<file path="src/rtl/uart_echo_responder_if.sv">
// Receiver-to-responder and responder-to-transmitter handshake bundle.
// The slave modport is the echo responder's view; master is the UART side.
interface uart_echo_responder_if;
  logic [7:0] Rx_DATA;
  logic       Rx_VALID;
  logic       Rx_PERROR;
  logic       Rx_FERROR;
  logic       Tx_BUSY;
  logic [7:0] Tx_DATA;
  logic       Tx_WR;

  modport slave (
    input  Rx_DATA,
    input  Rx_VALID,
    input  Rx_PERROR,
    input  Rx_FERROR,
    input  Tx_BUSY,
    output Tx_DATA,
    output Tx_WR
  );

  modport master (
    output Rx_DATA,
    output Rx_VALID,
    output Rx_PERROR,
    output Rx_FERROR,
    output Tx_BUSY,
    input  Tx_DATA,
    input  Tx_WR
  );
endinterface

</file>
<file path="src/rtl/uart_echo_responder.sv">
// Echoes every byte validated by the UART receiver back to the transmitter
// through a small circular FIFO, with error/overflow policy and counters.
module uart_echo_responder #(
  parameter int         FIFO_DEPTH = 4,
  parameter bit         ERR_REPLY  = 1'b0,
  parameter logic [7:0] ERR_BYTE   = 8'h3F
) (
  input  logic                          clk,
  input  logic                          reset,
  input  logic                          en,
  uart_echo_responder_if.slave          uif,
  output logic [$clog2(FIFO_DEPTH):0]   fifo_count,
  output logic [7:0]                    drop_count,
  output logic                          overflow
);

  localparam int AW = $clog2(FIFO_DEPTH);
  localparam logic [AW:0] FULL_COUNT = (AW+1)'(FIFO_DEPTH);
  localparam logic [AW:0] ONE_COUNT  = (AW+1)'(1);

  typedef enum logic [1:0] {
    IDLE,
    ISSUE,
    WAIT_DONE
  } state_t;

  state_t          state_reg, state_next;
  logic            valid_q_reg;
  logic [AW-1:0]   wr_ptr_reg, rd_ptr_reg;
  logic [AW:0]     count_reg, count_next;
  logic [7:0]      drop_count_reg, drop_count_next;
  logic            overflow_reg;
  logic [7:0]      tx_data_reg;
  logic [7:0]      mem [FIFO_DEPTH];

  logic            rise;
  logic            has_err;
  logic            push_req;
  logic            push_ok;
  logic            err_drop;
  logic            ovf_drop;
  logic [7:0]      push_byte;
  logic            full;
  logic            empty;
  logic            load;
  logic            pop;

  // Edge detect so a level-style Rx_VALID yields exactly one capture.
  assign rise      = uif.Rx_VALID & ~valid_q_reg;
  assign has_err   = uif.Rx_PERROR | uif.Rx_FERROR;
  assign push_req  = rise & en & (~has_err | ERR_REPLY);
  assign err_drop  = rise & en & has_err & ~ERR_REPLY;
  assign push_byte = has_err ? ERR_BYTE : uif.Rx_DATA;

  assign full  = (count_reg == FULL_COUNT);
  assign empty = (count_reg == '0);

  // A pop in the same cycle frees the head slot, so a push into a full FIFO still lands.
  assign push_ok  = push_req & (~full | pop);
  assign ovf_drop = push_req & full & ~pop;

  always_comb begin
    state_next = state_reg;
    load       = 1'b0;
    pop        = 1'b0;
    unique case (state_reg)
      IDLE: begin
        if (en && !empty && !uif.Tx_BUSY) begin
          load       = 1'b1;
          state_next = ISSUE;
        end
      end
      ISSUE: begin
        if (uif.Tx_BUSY) begin
          pop        = 1'b1;
          state_next = WAIT_DONE;
        end
      end
      WAIT_DONE: begin
        if (!uif.Tx_BUSY) begin
          state_next = IDLE;
        end
      end
      default: state_next = IDLE;
    endcase
  end

  always_comb begin
    count_next = count_reg;
    if (push_ok && !pop) begin
      count_next = count_reg + ONE_COUNT;
    end else if (pop && !push_ok) begin
      count_next = count_reg - ONE_COUNT;
    end
  end

  always_comb begin
    drop_count_next = drop_count_reg;
    if ((err_drop || ovf_drop) && drop_count_reg != 8'hFF) begin
      drop_count_next = drop_count_reg + 8'd1;
    end
  end

  always_ff @(posedge clk) begin
    if (push_ok) begin
      mem[wr_ptr_reg] <= push_byte;
    end
  end

  always_ff @(posedge clk) begin
    if (reset) begin
      state_reg      <= IDLE;
      valid_q_reg    <= 1'b1;
      wr_ptr_reg     <= '0;
      rd_ptr_reg     <= '0;
      count_reg      <= '0;
      drop_count_reg <= 8'd0;
      overflow_reg   <= 1'b0;
      tx_data_reg    <= 8'd0;
    end else begin
      state_reg      <= state_next;
      valid_q_reg    <= uif.Rx_VALID;
      count_reg      <= count_next;
      drop_count_reg <= drop_count_next;
      if (push_ok) begin
        wr_ptr_reg <= wr_ptr_reg + AW'(1);
      end
      if (pop) begin
        rd_ptr_reg <= rd_ptr_reg + AW'(1);
      end
      if (ovf_drop) begin
        overflow_reg <= 1'b1;
      end
      // Head byte is latched once per frame and held until the next load.
      if (load) begin
        tx_data_reg <= mem[rd_ptr_reg];
      end
    end
  end

  assign uif.Tx_DATA = tx_data_reg;
  assign uif.Tx_WR   = (state_reg == ISSUE);
  assign fifo_count  = count_reg;
  assign drop_count  = drop_count_reg;
  assign overflow    = overflow_reg;

endmodule

</file>
<file path="src/flat_wrapper.sv">
// flat-port wrapper written by rule: the top's interface ports become plain ports
module uart_echo_responder_flat 
#(
  parameter int         FIFO_DEPTH = 4,
  parameter bit         ERR_REPLY  = 1'b0,
  parameter logic [7:0] ERR_BYTE   = 8'h3F
)
  (clk, reset, en, fifo_count, drop_count, overflow, uif_Rx_DATA, uif_Rx_VALID, uif_Rx_PERROR, uif_Rx_FERROR, uif_Tx_BUSY, uif_Tx_DATA, uif_Tx_WR);
  uart_echo_responder_if uif_i ();
  input  logic clk;
  input  logic reset;
  input  logic en;
  output logic [$clog2(FIFO_DEPTH):0] fifo_count;
  output logic [7:0] drop_count;
  output logic overflow;
  input wire logic [$bits(uif_i.Rx_DATA)-1:0] uif_Rx_DATA;
  input wire logic [$bits(uif_i.Rx_VALID)-1:0] uif_Rx_VALID;
  input wire logic [$bits(uif_i.Rx_PERROR)-1:0] uif_Rx_PERROR;
  input wire logic [$bits(uif_i.Rx_FERROR)-1:0] uif_Rx_FERROR;
  input wire logic [$bits(uif_i.Tx_BUSY)-1:0] uif_Tx_BUSY;
  output wire logic [$bits(uif_i.Tx_DATA)-1:0] uif_Tx_DATA;
  output wire logic [$bits(uif_i.Tx_WR)-1:0] uif_Tx_WR;
  assign uif_i.Rx_DATA = uif_Rx_DATA;
  assign uif_i.Rx_VALID = uif_Rx_VALID;
  assign uif_i.Rx_PERROR = uif_Rx_PERROR;
  assign uif_i.Rx_FERROR = uif_Rx_FERROR;
  assign uif_i.Tx_BUSY = uif_Tx_BUSY;
  assign uif_Tx_DATA = uif_i.Tx_DATA;
  assign uif_Tx_WR = uif_i.Tx_WR;
  uart_echo_responder #(.FIFO_DEPTH(FIFO_DEPTH), .ERR_REPLY(ERR_REPLY), .ERR_BYTE(ERR_BYTE)) u_core (.clk(clk), .reset(reset), .en(en), .uif(uif_i), .fifo_count(fifo_count), .drop_count(drop_count), .overflow(overflow));
endmodule
</file>
<file path="config.mk">
export PLATFORM = sky130hd
export DESIGN_NAME = uart_echo_responder_flat
export DESIGN_NICKNAME = d
export VERILOG_FILES = /design/src/rtl/uart_echo_responder_if.sv /design/src/rtl/uart_echo_responder.sv /design/src/flat_wrapper.sv
export SDC_FILE = /design/constraint.sdc
export NUM_CORES = 1
export LEC_CHECK = 0
export CAP_MARGIN = 20
export CELL_PAD_IN_SITES_DETAIL_PLACEMENT = 1
export CELL_PAD_IN_SITES_GLOBAL_PLACEMENT = 2
export CORE_MARGIN = 2
export CORE_UTILIZATION = 37
export DETAILED_ROUTE_END_ITERATION = 10
export GPL_TIMING_DRIVEN = 0
export HOLD_SLACK_MARGIN = 0.06
export PLACE_DENSITY = 0.8
export SYNTH_ARGS = -nofsm -noshare
export SYNTH_HDL_FRONTEND = slang
export SYNTH_SLANG_ARGS = --single-unit
</file>
<file path="constraint.sdc">
create_clock -name clk -period 2.7 [get_ports clk]
set_input_delay 0.405 -clock clk [delete_from_list [all_inputs] [get_ports clk]]
set_output_delay 0.405 -clock clk [all_outputs]
set_load 0.01 [all_outputs]
</file>
==> key figures <==
Timing
  • Final Skew: 0.00586 ns
  • Max transition margin: 0.615
  • Worst-Margin Slew: 0.577 ns
  • Unrepaired setup endpoints after global routing: no
  • Final period utilization: 0.960
  • Fin crit period: 2.59 ns
  • Pins over their slew limit: 0
  • Final Hold Vio Count: 0
  • Setup violations, final: 0
  • Fmax achieved: 0.386 GHz

Logic synthesis
  • Synthesized flop and latch total: 59
  • Yosys cell types: 40
  • Post-synthesis instance total: 192
  • Cell area after synthesis: 2570 µm²
  • Post-synth ARST share: 0
  • Post-synth EDFFs: 32
  • Mapped Nets: 214
  • Register area share after synthesis: 0.585
  • Syn. warnings: 0
  • Mean area per synthesized cell: 13.4 µm²
  • Main flop type after synthesis: edfxtp_1

Routing
  • WL met3: 206 µm
  • Via count: 1633
  • Metal-1 WL: 2420 µm
  • Highest metal used: met4
  • Routed Antenna Nets: 0
  • Via density: 5.04
  • First-pass DRT Iterations: 4
  • Final WL: 5200 µm
  • Post-DR wirelength/cell: 16.0 µm
  • DRT iter0 DRCs: 82
  • DRC: 0
  • WL met2: 2520 µm

Floorplanning
  • Row cnt: 30
  • Die Y: 87.3 µm
  • Die ar.: 7620 µm²
  • Top-Level Pins: 36
  • Core ar.: 6760 µm²
  • Die X: 87.3 µm
  • Starting Density: 0.380

Critical path
  • FF-to-FF path depth: 9
  • WP data required: 2.96 ns
  • Startpoint types: input pin
  • CP max FO: 7
  • Endpoint type of the worst setup path: flop
  • Crit path kind: in2reg
  • Critical path arrival: 2.85 ns

Finish
  • Final #Nets: 261
  • Area Overhead vs Synth: 24.9%
  • Fraction of layout cells with a size suffix above 1: 0.172
  • Fill count: 716
  • Most frequent cells in the layout: 33 x clkdlybuf4s50_1, 32 x edfxtp_1, 27 x dfxtp_1, 22 x nor2_1, 11 x mux2i_1
  • Area of the multi-input gates: 983 µm²
  • Register area: 1500 µm²
  • # diodes: 0
  • Max FFs per register: 32
  • Commonest non-fill, non-tap cell in the layout: clkdlybuf4s50_1
  • Final Cell Area: 3210 µm²

Flow run
  • Max-cap viol count: 0

Clock network
  • Post-CTS Hold Buffers: 0
  • Total clock sinks: 59
  • Root Buffer: clkbuf_8
  • Worst-skew pair later-pin latency: 0.33 ns
  • CTS tree: built
  • Clock Path Buffers: 2
  • Number of CTS-inserted buffers: 9
  • Clock slew at reported path FFs: 0.07 ns
  • Htree depth: 3

GRT
  • Global-route wire length before repair: 8360 µm
  • Total global-route track usage: 0.150
  • Grt ovf: 0
  • Vias in the first global route: 1633
  • Largest net degree at the start of global routing: 11
  • Initial antenna violation count: 0

Pwr
  • Int Pwr: 1.41 mW
  • Sw power: 0.375 mW
  • Power share of the sequential group: 0.532
  • Clock power share: 0.422
  • Leakage: 1.17 nW
  • Power Total: 1.79 mW
  • Switching fraction of total power: 0.210
  • Comb pwr share: 0.045
  • Power Dens Cells: 558 nW/µm²
  • Worst VDD drop: 0.000292 V

Run status
  • Run status: completed

Min path
  • WHS Path Cells: 2
  • Worst min-delay path class: reg2reg

Placement
  • Placed Area: 3010 µm²
  • GPL Wtd Cong: 0.742
  • Port Buf Inserts: 34
  • DPL Wire Length: 3680 µm
[area by class of cell]
| cell class | instances | share of cell area |
|---|---|---|
| buffer | 9 | 0.0183 |
| clock buffer | 13 | 0.0433 |
| clock inverter | 3 | 0.0125 |
| inverter | 7 | 0.00819 |
| multi-input combinational | 117 | 0.307 |
| sequential | 59 | 0.468 |
| tap | 80 | 0.0312 |
| timing repair buffer | 36 | 0.112 |
[power groups by stage]
stage          Combinational (mW)  Clock (mW)  Sequential [mW]
6_report                   0.0810       0.755            0.952
5_1_grt                    0.0888       0.823            0.952
4_1_cts                    0.0827       0.778            0.952
3_5_place_dp               0.0821           0            0.972
3_3_place_gp               0.0803           0            0.971
2_1_floorplan              0.0399           0            0.972
[cell usage after synthesis, types with 2 or more instances]
cell	count	area [µm²]
clkbuf_1	4	15.0
buf_2	2	10.0
o21ai_0	3	15.0
or4_1	6	45.0
mux4_2	8	180
buf_6	3	33.8
or2_2	2	12.5
nor3_1	4	20.0
nand3_1	3	15.0
edfxtp_1	32	961
nor4_1	2	12.5
a21oi_1	5	25.0
ha_1	6	75.1
mux2_2	2	22.5
nor2_1	22	82.6
xor2_1	5	43.8
dfxtp_1	27	541
and2_1	4	25.0
inv_1	7	26.3
nor2b_1	2	12.5
mux2i_1	11	110
nand4_1	2	12.5
nand2_1	4	15.0
o31ai_1	4	30.0
or3_2	6	45.0
and3_1	2	12.5
[per-stage QoR]
step	hold WS, ns	utilization	instances	TNS (ns)	worst slack [ns]
floorplan	0.484	-	192	0	0.346
global placement	0.472	0.445	306	-0.459	-0.360
detailed placement	0.474	0.445	306	-0.476	-0.377
CTS	0.495	0.473	323	0	0.0754
global route	0.526	0.475	324	0	0.0223
finish	0.495	0.475	324	0	0.108
[worst paths after layout]
path | endpoint | slack (ns) | from
setup reg to reg | u_core.fifo_count[2] | 0.40 | u_core.valid_q_reg
setup / recovery | u_core.fifo_count[2] | 0.11 | uif_Rx_PERROR
hold reg to reg | u_core.drop_count[1] | 0.50 | u_core.drop_count[1]
hold / removal | u_core.drop_count[1] | 0.50 | u_core.drop_count[1]
[critical path: stages]
cell             delay [ns]
clkdlybuf4s50_1        0.49
or2_1                  0.26
buf_6                  0.14
a311oi_4               0.29
ha_2                   0.24
inv_1                  0.05
fa_1                   0.37
xor2_1                 0.16
or3_1                  0.31
a21oi_1                0.15
[kinds of logic (layout without fill, tap and decap cells)]
| logic type | after synthesis | after routing | share of synthesized area |
|---|---|---|---|
| DFF | 59 | 59 | 0.585 |
| and+or+nand+nor | 66 | 66 | 0.146 |
| xor gates and xnor gates | 6 | 6 | 0.0205 |
| adders and majority gates | 7 | 7 | 0.0370 |
| AOI/OAI and AO/OA | 17 | 17 | 0.0565 |
| muxes | 21 | 21 | 0.122 |
| buffers and inverters | 16 | 68 | 0.0331 |
[layer usage]
layer	vias to the layer above	track usage
met1	797	0.194
met4	0	0.0545
met2	27	0.234
li1	805	-
met5	-	0
met3	4	0.0512
[timing repair]
item | in CTS | in global routing
setup endpoints to repair | 1 | 1
gates resized for setup | 0 | 2
cloned | 0 | 0
pin swaps | 1 | 1
buffers inserted | 1 | 1
No activity file was read; power rests on OpenSTA's default activity.
